<file path="src/rtl/pattern_sched_pkg.sv">
// Shared encodings and constants for the 10110 scan scheduler.
// One-hot FSM states, pattern constants and counter width helper.
package pattern_sched_pkg;

  typedef enum logic [4:0] {
    S_IDLE  = 5'b00001,
    S_CLR   = 5'b00010,
    S_SHIFT = 5'b00100,
    S_DRAIN = 5'b01000,
    S_RESP  = 5'b10000
  } state_t;

  localparam int I_IDLE  = 0;
  localparam int I_CLR   = 1;
  localparam int I_SHIFT = 2;
  localparam int I_DRAIN = 3;
  localparam int I_RESP  = 4;

  localparam int PAT_LEN = 5;
  localparam logic [PAT_LEN-1:0] PAT = 5'b10110;

  function automatic int bcnt_w(input int fw);
    return $clog2(fw + 1);
  endfunction

endpackage

</file>
<file path="src/rtl/rr_arb2.sv">
// Two-way round-robin grant, purely combinational.
// The requester that did not own the last result wins a tie.
module rr_arb2 (
  input  logic       v0_i,
  input  logic       v1_i,
  input  logic       last_id_i,
  output logic [1:0] gnt_o,
  output logic       gnt_id_o
);

  assign gnt_o[0] = v0_i & (~v1_i | last_id_i);
  assign gnt_o[1] = v1_i & (~v0_i | ~last_id_i);
  assign gnt_id_o = gnt_o[1];

endmodule

</file>
<file path="src/rtl/pattern_scan_sched.sv">
// Shares one external 10110 detector between two frame requesters.
// Streams the granted frame MSB-first and returns the match count.
module pattern_scan_sched
  import pattern_sched_pkg::*;
#(
  parameter int FRAME_W = 16,
  parameter int CNT_W   = 4
) (
  input  logic               clk,
  input  logic               rst,
  input  logic               req0_valid,
  input  logic [FRAME_W-1:0] req0_data,
  output logic               req0_ready,
  input  logic               req1_valid,
  input  logic [FRAME_W-1:0] req1_data,
  output logic               req1_ready,
  output logic               det_rst,
  output logic               det_d,
  output logic               det_valid,
  input  logic               det_pattern,
  output logic               res_valid,
  output logic               res_id,
  output logic [CNT_W-1:0]   res_count,
  input  logic               res_ready,
  output logic               busy
);

  localparam int BW = bcnt_w(FRAME_W);
  localparam logic [BW-1:0] BLAST = BW'(FRAME_W - 1);
  localparam logic [CNT_W-1:0] CMAX = '1;

  state_t             state_q, state_d;
  logic [FRAME_W-1:0] sh_q, sh_d;
  logic [BW-1:0]      bc_q, bc_d;
  logic [CNT_W-1:0]   cnt_q, cnt_d;
  logic               id_q, id_d;
  logic               last_q, last_d;
  logic               hold_q;
  logic [1:0]         gnt;
  logic               gnt_id;

  rr_arb2 u_arb (
    .v0_i      (req0_valid),
    .v1_i      (req1_valid),
    .last_id_i (last_q),
    .gnt_o     (gnt),
    .gnt_id_o  (gnt_id)
  );

  always_comb begin
    state_d = state_q;
    sh_d    = sh_q;
    bc_d    = bc_q;
    cnt_d   = cnt_q;
    id_d    = id_q;
    last_d  = last_q;
    unique case (1'b1)
      state_q[I_IDLE]: begin
        if (!hold_q && gnt != 2'b00) begin
          sh_d    = gnt_id ? req1_data : req0_data;
          id_d    = gnt_id;
          cnt_d   = '0;
          state_d = S_CLR;
        end
      end
      state_q[I_CLR]: begin
        bc_d    = '0;
        state_d = S_SHIFT;
      end
      state_q[I_SHIFT]: begin
        sh_d = {sh_q[FRAME_W-2:0], 1'b0};
        bc_d = bc_q + 1'b1;
        if (det_pattern && cnt_q != CMAX)
          cnt_d = cnt_q + 1'b1;
        if (bc_q == BLAST)
          state_d = S_DRAIN;
      end
      state_q[I_DRAIN]: begin
        if (det_pattern && cnt_q != CMAX)
          cnt_d = cnt_q + 1'b1;
        state_d = S_RESP;
      end
      state_q[I_RESP]: begin
        if (res_ready) begin
          last_d  = id_q;
          state_d = S_IDLE;
        end
      end
      default: state_d = S_IDLE;
    endcase
  end

  // hold_q keeps the detector in reset until the first edge after release
  always_ff @(posedge clk or negedge rst) begin
    if (!rst) begin
      state_q <= S_IDLE;
      sh_q    <= '0;
      bc_q    <= '0;
      cnt_q   <= '0;
      id_q    <= 1'b0;
      last_q  <= 1'b1;
      hold_q  <= 1'b1;
    end else begin
      state_q <= state_d;
      sh_q    <= sh_d;
      bc_q    <= bc_d;
      cnt_q   <= cnt_d;
      id_q    <= id_d;
      last_q  <= last_d;
      hold_q  <= 1'b0;
    end
  end

  assign busy       = ~state_q[I_IDLE];
  assign req0_ready = state_q[I_IDLE] & ~hold_q & gnt[0];
  assign req1_ready = state_q[I_IDLE] & ~hold_q & gnt[1];
  assign det_rst    = hold_q | state_q[I_CLR];
  assign det_valid  = state_q[I_SHIFT];
  assign det_d      = state_q[I_SHIFT] & sh_q[FRAME_W-1];
  assign res_valid  = state_q[I_RESP];
  assign res_id     = state_q[I_RESP] & id_q;
  assign res_count  = state_q[I_RESP] ? cnt_q : '0;

endmodule
</file>
<file path="config.mk">
export PLATFORM = sky130hd
export DESIGN_NAME = pattern_scan_sched
export DESIGN_NICKNAME = d
export VERILOG_FILES = /design/src/rtl/pattern_sched_pkg.sv /design/src/rtl/rr_arb2.sv /design/src/rtl/pattern_scan_sched.sv
export SDC_FILE = /design/constraint.sdc
export NUM_CORES = 1
export LEC_CHECK = 0
export CORE_MARGIN = 1.5
export CORE_UTILIZATION = 43
export DETAILED_ROUTE_END_ITERATION = 6
export PLACE_DENSITY = 0.74
export SYNTH_ARGS = -nofsm -noshare
export SYNTH_HDL_FRONTEND = slang
export SYNTH_SLANG_ARGS = --single-unit
</file>
<file path="constraint.sdc">
create_clock -name clk -period 1.4 [get_ports clk]
set_input_delay 0.14 -clock clk [delete_from_list [all_inputs] [get_ports clk]]
set_output_delay 0.14 -clock clk [all_outputs]
set_load 0.1 [all_outputs]
</file>
==> metrics.md <==
| Metric | Value |
|---|---|
| Post-synthesis area per instance | 10.2 um^2 |
| Synthesized-area fraction occupied by adder cells | 2.09% |
| Insertion delay to the later sink of the worst-skew pair | 290 ps |
| Yosys cell types | 36 |
| Number of slew-limit violations in the final report | 0 |
| FF+latch count, synth | 33 |
| Top_reg_cell synth | sky130_fd_sc_hd__dfrtp_1 |
| Post-synthesis xor/xnor area fraction | 0.976% |
| FMAX | 626 MHz |
| Post-synthesis instance total | 176 |
| Total Nets Final | 295 |
| Power per standard cell area | 2060 mW/mm^2 |
| Period utilisation layout | 114% |
| Total Wirelength | 4260 um |
| Launch instance of the worst register-to-register path | hold_q |
| Post-DR vias/cell | 5.07 |
| Synthesis-to-layout area growth | 66.0% |
| Global-route wire length before repair | 6800 um |
| Average wire per standard cell | 14.0 um |
| Post-Synthesis Cell Area | 0.00179 mm^2 |
| Worst ir drop on vdd | 1.47 mV |
| RSZ-0062 raised after global routing | yes |
| Worst-path clk slew | 80 ps |
| Start-to-end type of the worst setup path | reg2out |
| Y dimension of the die | 67.6 um |
| Top area cells in the synthesized netlist | sky130_fd_sc_hd__dfrtp_1, sky130_fd_sc_hd__mux2i_1, sky130_fd_sc_hd__mux2_2, sky130_fd_sc_hd__nand2_1, sky130_fd_sc_hd__o21ai_0 |
| Pin count of the biggest net entering global routing | 34 |
| Highest net fanout along the worst path | 3 |
| Total I/O pin count | 50 |
| Share of layout cells above drive strength 1 | 38.0% |
| Number of nets with antenna violations after routing | 0 |
| Number of global-route vias before repair | 1,524 |
| Number of input and output port buffers inserted | 49 |
| Initial standard-cell utilization of the core | 44.9% |
| EDFF count, synth | 0 |
| Aggregate global routing overflow | 0 |
| Endpoints failing setup | 18 |
| Routability Congestion | 0.812 |
| Smallest setup slack after layout | -198 ps |
| All-Layer GR Usage | 20.2% |
| Antenna diode instance count | 0 |
| Compound-Gate Fraction of Synth Area | 14.2% |
| Pleak | 0.00143 uW |
| Post-synth ARST share | 100% |
| Synthesis warning total | 0 |
| Nets in the synthesized netlist | 217 |
| Library cell with the largest summed area after synthesis | sky130_fd_sc_hd__dfrtp_1 |
| Total half-perimeter wirelength after legalization and detailed placement | 2790 um |
| Width of the die | 67.6 um |
| Max-Cap Viols | 0 |
| Die area | 0.00457 mm^2 |
| Worst path max stage delay | 540 ps |
| Detailed-route via count | 1,546 |
| Iteration count of the initial detailed-routing pass | 6 |
| DRC violation count after routing | 0 |
| Cells traversed along the worst timing path | nor2b_4 -> buf_6 -> nand2_4 -> a21oi_4 -> buf_12 |
| Starting DRC count in detailed routing | 48 |
| Hold violation count in the final report | 0 |
| Setup crit end kind | primary output |
| Tightest Hold Check Type | in2async |
| Shortest period the worst path allows | 1600 ps |
| Register area share after synthesis | 46.2% |
| Data required time of the worst path | 1260 ps |
| Hold WS | 215 ps |
| Failing checks | setup timing |
| Reg-to-reg setup timing slack | -140 ps |
| Core Area | 0.00400 mm^2 |
| Simple logic cell fraction of the synthesized area | 12.4% |
| Cell with the biggest individual delay on the critical path | sky130_fd_sc_hd__dfstp_2 |
| Clock sink total | 33 |
| Area share of the leading cell type in the synthesized netlist | 41.8% |
| Outcome | finished with violations |
| Cts bufs inserted | 5 |
| Kind of start point of the critical path | register |
| Max Root-Sink Buffers | 2 |
| TritonCTS clock tree | built |
| Dominant combinational cell family by area after synthesis | multiplexers |
| Initial antenna violation count | 0 |
| Root buffer selected by CTS | sky130_fd_sc_hd__clkbuf_8 |
| Final-layout setup total negative slack | -2170 ps |
| Cell Rows | 23 |
| H-tree levels | 2 |
| Number of fill cells in the layout | 267 |
| Worst reg2reg path endpoint | sh_q[5] |
| Worst-case clock skew | 9.24 ps |
| Reg2reg path depth | 6 |
| Data arrival time of the critical path | 1460 ps |
| Portion of netlist area occupied by mux cells | 19.5% |
worst max-delay path, delay by kind of cell, from the launching register on:
family | cells | cell delay (ps)
flops | 1 | 540
buf+inv | 2 | 300
compound gates | 1 | 140
simple gates | 2 | 200
cell usage in the layout, fill, tap and decap left out, drive strengths merged, types with 2 or more instances in the layout:
cell,n
buf,41
clkdlybuf4s50,36
dfrtp,30
o21ai,23
nand2,22
mux2i,17
mux2,16
inv,9
and2,8
clkbuf,5
nand2b,5
a21oi,5
a21o,3
nand3,3
dfstp,3
ha,3
or2,2
nor2,2
o21bai,2
a31oi,2
bufinv,2
nor2b,2
worst max path at each step:
stage / cells past startpoint / startpoint / slack, ps / end
2_1_floorplan: 4 / state_q[0] / -300 / sh_q[13]
3_3_place_gp: 6 / req1_valid / -280 / sh_q[15]
3_5_place_dp: 6 / req1_valid / -340 / sh_q[1]
4_1_cts: 5 / state_q[0] / -210 / req0_ready
5_1_grt: 5 / state_q[0] / -270 / req0_ready
6_report: 5 / state_q[0] / -200 / req0_ready
flip-flops by register name, indices dropped and copies added, names as in the netlist:
register / cells
sh_q: 16
bc_q: 5
state_q: 5
cnt_q: 4
hold_q: 1
id_q: 1
last_q: 1
final cells by class:
type                            instances  area, um^2  share of cell area, %
Clock buffer                            5        68.8                   2.31
Clock inverter                          3        65.1                   2.18
Inverter                                9        33.8                   1.13
Multi-Input combinational cell        127        1020                   34.4
Sequential cell                        33         836                   28.1
Tap cell                               50        62.6                   2.10
Timing Repair Buffer                   78         887                   29.8
power breakdown:
group / internal (uW) / leakage, uW / switching (uW)
Clock: 707 / 0.0000681 / 363
Sequential: 1370 / 0.000406 / 294
Combinational: 1630 / 0.000952 / 1770
Total: 3710 / 0.00143 / 2420
synth_stat cells, types with 2 or more instances:
master / n
sky130_fd_sc_hd__a21o_1: 3
sky130_fd_sc_hd__a21oi_1: 5
sky130_fd_sc_hd__a31oi_1: 2
sky130_fd_sc_hd__and2_1: 8
sky130_fd_sc_hd__buf_2: 4
sky130_fd_sc_hd__dfrtp_1: 30
sky130_fd_sc_hd__dfstp_2: 3
sky130_fd_sc_hd__ha_1: 3
sky130_fd_sc_hd__inv_1: 9
sky130_fd_sc_hd__mux2_1: 7
sky130_fd_sc_hd__mux2_2: 9
sky130_fd_sc_hd__mux2i_1: 17
sky130_fd_sc_hd__nand2_1: 22
sky130_fd_sc_hd__nand2b_1: 5
sky130_fd_sc_hd__nand3_1: 3
sky130_fd_sc_hd__nor2_1: 2
sky130_fd_sc_hd__nor2b_1: 2
sky130_fd_sc_hd__o21ai_0: 16
sky130_fd_sc_hd__o21ai_1: 7
sky130_fd_sc_hd__o21bai_1: 2
sky130_fd_sc_hd__or2_2: 2
per-layer routing:
layer / global-route usage (%) / vias up / part of all wire [%]
met5: 0 / - / 0
met4: 6.89 / 0 / 0.96
met3: 6.17 / 6 / 4.0
met2: 33.7 / 44 / 54
met1: 24.7 / 729 / 41
li1: - / 767 / -
stage by stage:
stage	utilization, %	setup WS, ps	cells	power, uW	instance area, um^2
5_1_grt	74.4	-269	305	6520	2980
6_report	74.4	-198	305	6130	2980
3_5_place_dp	65.2	-336	285	4510	2610
3_3_place_gp	65.2	-276	285	4440	2610
4_1_cts	71.2	-207	301	5800	2850
2_1_floorplan	-	-297	176	3510	1830
logic make-up after synthesis:
family,Yosys count
AND/OR/NAND/NOR,46
AO/OA/AOI/OAI,42
multiplexers,33
flip-flops,33
buffers and inverters,16
adder cells (fa/ha/maj),3
XOR/XNOR,2
other,1
repair_timing:
item | 4_1_cts | 5_1_grt
setup buffers | 8 | 2
resized for setup | 12 | 43
hold endpoints to repair | 0 | 0
gates cloned | 1 | 2
pin swaps | 1 | 13
hold buffers | 0 | 0
setup endpoints to repair | 22 | 24
Power figures use the tool's default switching activity.
==> edit 1, RTL diff (same settings) <==
`sh_q` and `bc_q` no longer have a reset.
--- a/src/rtl/pattern_scan_sched.sv
+++ b/src/rtl/pattern_scan_sched.sv
@@ -96,4 +96,2 @@
       state_q <= S_IDLE;
-      sh_q    <= '0;
-      bc_q    <= '0;
       cnt_q   <= '0;
@@ -104,4 +102,2 @@
       state_q <= state_d;
-      sh_q    <= sh_d;
-      bc_q    <= bc_d;
       cnt_q   <= cnt_d;
@@ -111,2 +107,7 @@
     end
+  end
+
+  always_ff @(posedge clk) begin
+    sh_q <= sh_d;
+    bc_q <= bc_d;
   end
Function: same outputs for any inputs over 10 cycles, from zero or initial values and one cycle with rst low; that may be too few to reach the edited logic, so the function may still have changed.
==> edit 1 against the unedited design <==
The run still ends with negative setup slack left; design area decreased by 4.5%; cell count decreased by 7.9%; wire length is 8.8% higher; area after synthesis decreased by 5.1%; global-route usage rose by 2.6 points; worst setup slack worse by 0.020 ns; sequential cell count is the same; power decreased by 7.1%; critical path type unchanged; critical endpoint unchanged.
==> edit 1: results (changes against the unedited design) <==
Yosys
  • Syn nets: 194 (was 217)
  • Post-synth EDFFs: 21 (was 0)
  • Synth cell count leaders: edfxtp_1 (21), nand2_1 (20), mux2i_1 (16), nor2_1 (10), o21ai_0 (10) (was dfrtp_1 (30), nand2_1 (22), mux2i_1 (17), o21ai_0 (16))
  • Synth area leaders: edfxtp_1 (37%), dfrtp_1 (13%), mux2i_1 (9.4%) (was dfrtp_1 (42%), mux2i_1 (9.5%), mux2_2 (5.6%))
  • Sequential fraction of the synthesis area: 54.9% (was 46.2%)
  • Count of cell types in the netlist: 35 (was 36)
  • Async set-reset flop share out of synthesis: 36.4% (was 100%)

Finish
  • Nets: 273 (was 295)
  • Fillcell total: 243 (was 267)

Worst setup path
  • Worst Path Max Fanout: 2 (was 3)
  • Worst r2r path cells: 5 (was 6)
  • Reg2Reg Setup Slack: -0.17 ns (was -0.14 ns)
  • Worst EP arrival: 1.48 ns (was 1.46 ns)

Outcome
  • Violated checks: negative setup slack (unchanged)
  • Outcome: finished, violations left (unchanged)

GRT
  • First-pass GRT wire length: 7210 um (was 6800 um)
  • Largest net degree at the start of global routing: 17 (was 34)
  • Overall Global Routing Usage: 22.8% (was 20.2%)
  • Number of global-route vias before repair: 1,541 (was 1,524)

Placement
  • Area post-placement: 2500 um2 (was 2610 um2)
  • Routability Congestion: 0.739 (was 0.812)
  • Final HPWL DP: 2910 um (was 2790 um)

STA
  • Hold_ws: 0.210 ns (was 0.215 ns)
  • Slack of the critical path: -0.218 ns (was -0.198 ns)
  • Setup TNS: -2.23 ns (was -2.17 ns)
  • Layout Skew: 0.00987 ns (was 0.00924 ns)
  • Final Setup Violations: 23 (was 18)

Drt
  • Drt total wl: 4640 um (was 4260 um)
  • 1st-pass router iterations: 4 (was 6)
  • Via count: 1,440 (was 1,546)
  • DRT iter0 DRCs: 61 (was 48)

Clock network
  • CTS Buf Count: 5 (unchanged)

Pwr
  • P_leak: 1.27 nW (was 1.43 nW)
  • Worst IR drop on VDD: 0.00142 V (was 0.00147 V)
## edit 1: worst max-delay path, stage by stage, from the launching register on
cell and delay (ns):
dfstp_2 0.56, inv_2 0.06, nor2_4 0.08, buf_6 0.11, nand2_4 0.05, a21oi_4 0.14
buf_12 0.19
## edit 1: power by group
part | internal (mW) | switching, mW | total (mW) | leakage, nW
clock network | 0.708 | 0.374 | 1.08 | 0.0681
registers | 1.67 | 0.250 | 1.92 | 0.362
logic | 1.34 | 1.36 | 2.70 | 0.838
## edit 1: timing repair
item                       4_1_cts  5_1_grt
hold endpoints to repair         0        0
setup endpoints to repair       36       30
pin swaps                        5        1
buffers inserted                12        3
resized for setup               21        4
gates cloned                     2        0
hold buffers                     0        0
## edit 1: area by class of cell
cell class / instances / area share, %
Sequential cell: 33 / 33.1
Timing Repair Buffer: 78 / 32.5
Multi-Input combinational cell: 107 / 26.7
Clock buffer: 5 / 2.42
Clock inverter: 3 / 2.29
Tap cell: 48 / 2.11
Inverter: 7 / 0.924
## edit 1: cells by family after synthesis
logic type	after synthesis	synth area share, %
multiplexers	19	11.8
other	1	0.220
adder cells (fa/ha/maj)	3	2.20
flip-flops	33	54.9
AND/OR/NAND/NOR	52	15.0
XOR/XNOR	2	1.03
AO/OA/AOI/OAI	30	10.4
buffers and inverters	13	4.41
## edit 1: per-stage QoR
step | std cells | power [mW] | util (%)
after floorplan | 153 | 3.27 | -
after global placement | 259 | 4.03 | 66.7
after detailed placement | 259 | 4.17 | 66.7
after CTS | 279 | 5.65 | 75.3
after global routing | 281 | 5.95 | 75.9
final | 281 | 5.70 | 75.9
## edit 1: routing by layer
metal	share of wire, %	wire [um]	global-route usage (%)
met1	38	1780	25.7
met2	56	2580	41.7
met3	4.4	205	4.77
met4	1.5	68	9.18
met5	0	0	0
## edit 1: worst max-delay path by stage
stage / slack (ns) / cells past startpoint / end
3_5_place_dp: -0.38 / 5 / sh_q[5]$_DFFE_PP_
6_report: -0.22 / 6 / req0_ready
2_1_floorplan: -0.63 / 4 / sh_q[0]$_SDFFCE_PP0P_
3_3_place_gp: -0.27 / 5 / sh_q[3]$_DFFE_PP_
5_1_grt: -0.28 / 6 / req0_ready
4_1_cts: -0.21 / 6 / req0_ready
==> edit 2, RTL diff (config.mk and constraints unchanged) <==
Made on the original files. The parameter `FRAME_W` goes from 16 to 24.
--- a/src/rtl/pattern_scan_sched.sv
+++ b/src/rtl/pattern_scan_sched.sv
@@ -5,3 +5,3 @@
 #(
-  parameter int FRAME_W = 16,
+  parameter int FRAME_W = 24,
   parameter int CNT_W   = 4
Interface: changed (resized req0_data and req1_data); port bits go from 50 to 66. The function was not compared with the original's and may differ.
==> edit 2 against the unedited design <==
The run still ends with negative setup slack left; area after synthesis rose by 26%; wire length rose by 31%; count of clock-buffer cells in the layout is the same; critical path depth rose by 2; critical endpoint is now sh_q[23]$_DFFE_PN0P_; power is 13% higher; sequential cell count increased by 8; worst setup slack worse by 0.040 ns; core utilization shrank 4.0 points; design area grew 20%; sequential share of layout area rose by 0.86 points; register-to-register slack got worse by 0.09 ns; clock power rose by 9%.
==> edit 2: results (changes against the unedited design) <==
Clock network
  • Worst-skew pair later-pin latency: 0.30 ns
  • Root Buffer: clkbuf_8 (unchanged)
  • Clock transition at path regs: 0.08 ns (about the same)
  • Clk buf depth: 2 (unchanged)
  • CTS Buf Count: 5 (unchanged)

Drt
  • DRT iter0 DRCs: 76 (was 48)
  • Vias/cell: 5.13 (was 5.07)
  • 1st-pass router iterations: 4 (was 6)
  • Drt total wl: 5570 um (was 4260 um)

Placement
  • Placement Setup Slack: -0.380 ns (was -0.336 ns)
  • I/O Buffers: 65 (was 49)
  • Routability Congestion: 0.840 (was 0.812)
  • Final HPWL DP: 3890 um (was 2790 um)

STA
  • Setup TNS: -5.44 ns (was -2.17 ns)
  • Final cycle utilization of the critical path: 117% (was 114%)
  • Final Setup Violations: 27 (was 18)
  • Slack of the critical path: -0.238 ns (was -0.198 ns)
  • Layout Skew: 0.00466 ns (was 0.00924 ns)

Worst setup path
  • Worst r2r src: hold_q$_DFF_PN1_ (unchanged)
  • Worst Path Max Fanout: 11 (was 3)
  • Reg2Reg Setup Slack: -0.23 ns (was -0.14 ns)
  • Worst EP arrival: 1.86 ns (was 1.46 ns)
  • RR Endpoint: sh_q[23]$_DFFE_PN0P_ (was sh_q[5]$_DFFE_PN0P_)

Finish
  • Top flop regs: sh_q (24), bc_q (5), state_q (5) (was sh_q (16), bc_q (5), state_q (5))
  • Fillcell total: 383 (was 267)
  • Fraction of layout cells with a size suffix above 1: 27.4% (was 38.0%)
  • Largest register FFs: 24 (was 16)
  • Antenna diodes: 0 (unchanged)
  • Nets: 365 (was 295)

Yosys
  • Count of cell types in the netlist: 37 (was 36)
  • Prevailing post-synth register cell: dfrtp_1 (unchanged)
  • Synth area leaders: dfrtp_1 (42%), mux2i_1 (11%), mux2_1 (8.5%) (was dfrtp_1 (42%), mux2i_1 (9.5%), mux2_2 (5.6%))
  • Synth cell count leaders: dfrtp_1 (38), nand2_1 (33), mux2i_1 (24), mux2_1 (17), o21ai_1 (17) (was dfrtp_1 (30), nand2_1 (22), mux2i_1 (17), o21ai_0 (16))
  • Syn nets: 275 (was 217)
  • Async set-reset flop share out of synthesis: 100% (unchanged)
  • Synth warn: 0 (unchanged)
  • Sequential fraction of the synthesis area: 45.7% (was 46.2%)

GRT
  • Overall Global Routing Usage: 20.4% (was 20.2%)
  • Largest net degree at the start of global routing: 47 (was 34)
  • Number of global-route vias before repair: 1,918 (was 1,524)
  • Initial antenna violation count: 0 (unchanged)
  • First-pass GRT wire length: 8730 um (was 6800 um)

Outcome
  • Violated checks: negative setup slack (unchanged)
  • Outcome: finished, violations left (unchanged)

Pwr
  • P_leak: 1.52 nW (was 1.43 nW)
  • Worst IR drop on VDD: 0.00104 V (was 0.00147 V)

Min path
  • Hold crit path type: primary input to asynchronous set/reset pin (unchanged)
[edit 2: changes by cell type after synthesis, sizes merged, moves of 2 or more]
cell    before  now
dfrtp       30   38
nand2b       5    0
nand3        3    6
mux2        16   24
nand2       22   33
o21ai       23   32
o22ai        1    3
mux2i       17   24
buf          6    8
[edit 2: critical path, cell delays in order]
cell	delay, ns
clkdlybuf4s50_1	0.52
buf_4	0.19
or2_2	0.33
a22oi_4	0.31
clkbuf_16	0.23
nand2_1	0.06
o21ai_1	0.08
[edit 2: stage by stage]
stage | instances | instance area, um2 | hold WS (ns)
final | 380 | 3580 | 0.257
after global placement | 363 | 3260 | 0.0472
after global routing | 380 | 3580 | 0.303
after floorplan | 219 | 2300 | -0.156
after detailed placement | 363 | 3260 | 0.0558
after CTS | 377 | 3480 | 0.272
[edit 2: worst max-delay path by stage]
stage | startpoint | end | depth (start not counted)
after floorplan | state_q[0]$_DFF_PN1_ | sh_q[10]$_DFFE_PN0P_ | 4
after global placement | req1_valid | sh_q[3]$_DFFE_PN0P_ | 6
after detailed placement | req1_valid | sh_q[9]$_DFFE_PN0P_ | 6
after CTS | state_q[0]$_DFF_PN1_ | req0_ready | 5
after global routing | hold_q$_DFF_PN1_ | sh_q[23]$_DFFE_PN0P_ | 6
final | req0_valid | sh_q[23]$_DFFE_PN0P_ | 7
[edit 2: cell type report]
class                   instances  share of cell area (%)
clock buffers                   5                    1.92
clock inverters                 3                    1.92
inverters                       9                    1.01
multi-input cells             159                    33.6
flip-flops and latches         41                    28.9
well taps                      70                    2.45
repair buffers                 93                    30.2
[edit 2: metal layers]
layer | track usage, % | vias to the layer above | share of wire [%]
met1 | 23.7 | 949 | 41
met3 | 3.97 | 11 | 3.1
met2 | 36.4 | 47 | 53
met5 | 0 | - | 0
li1 | - | 941 | -
met4 | 9.13 | 0 | 2.4
[edit 2: repair_timing]
item	4_1_cts	5_1_grt
setup endpoints to repair	32	31
resized for setup	18	8
pin swaps	1	3
hold buffers	1	0
cloned	0	3
hold endpoints to repair	9	0
setup buffers	5	1
[edit 2: cells by family after synthesis]
logic type,count (synthesis),synth area share [%]
simple gates,55,11.0
compound gates,50,13.5
other cells,1,0.166
xor+xnor,3,1.17
flops,41,45.7
fa+ha+maj,2,1.11
buf+inv,19,4.66
mux,48,22.7
[edit 2: where the power goes]
group	internal [mW]	switching, mW
sequential	1.68	0.370
combinational	1.78	1.92
clock	0.718	0.450
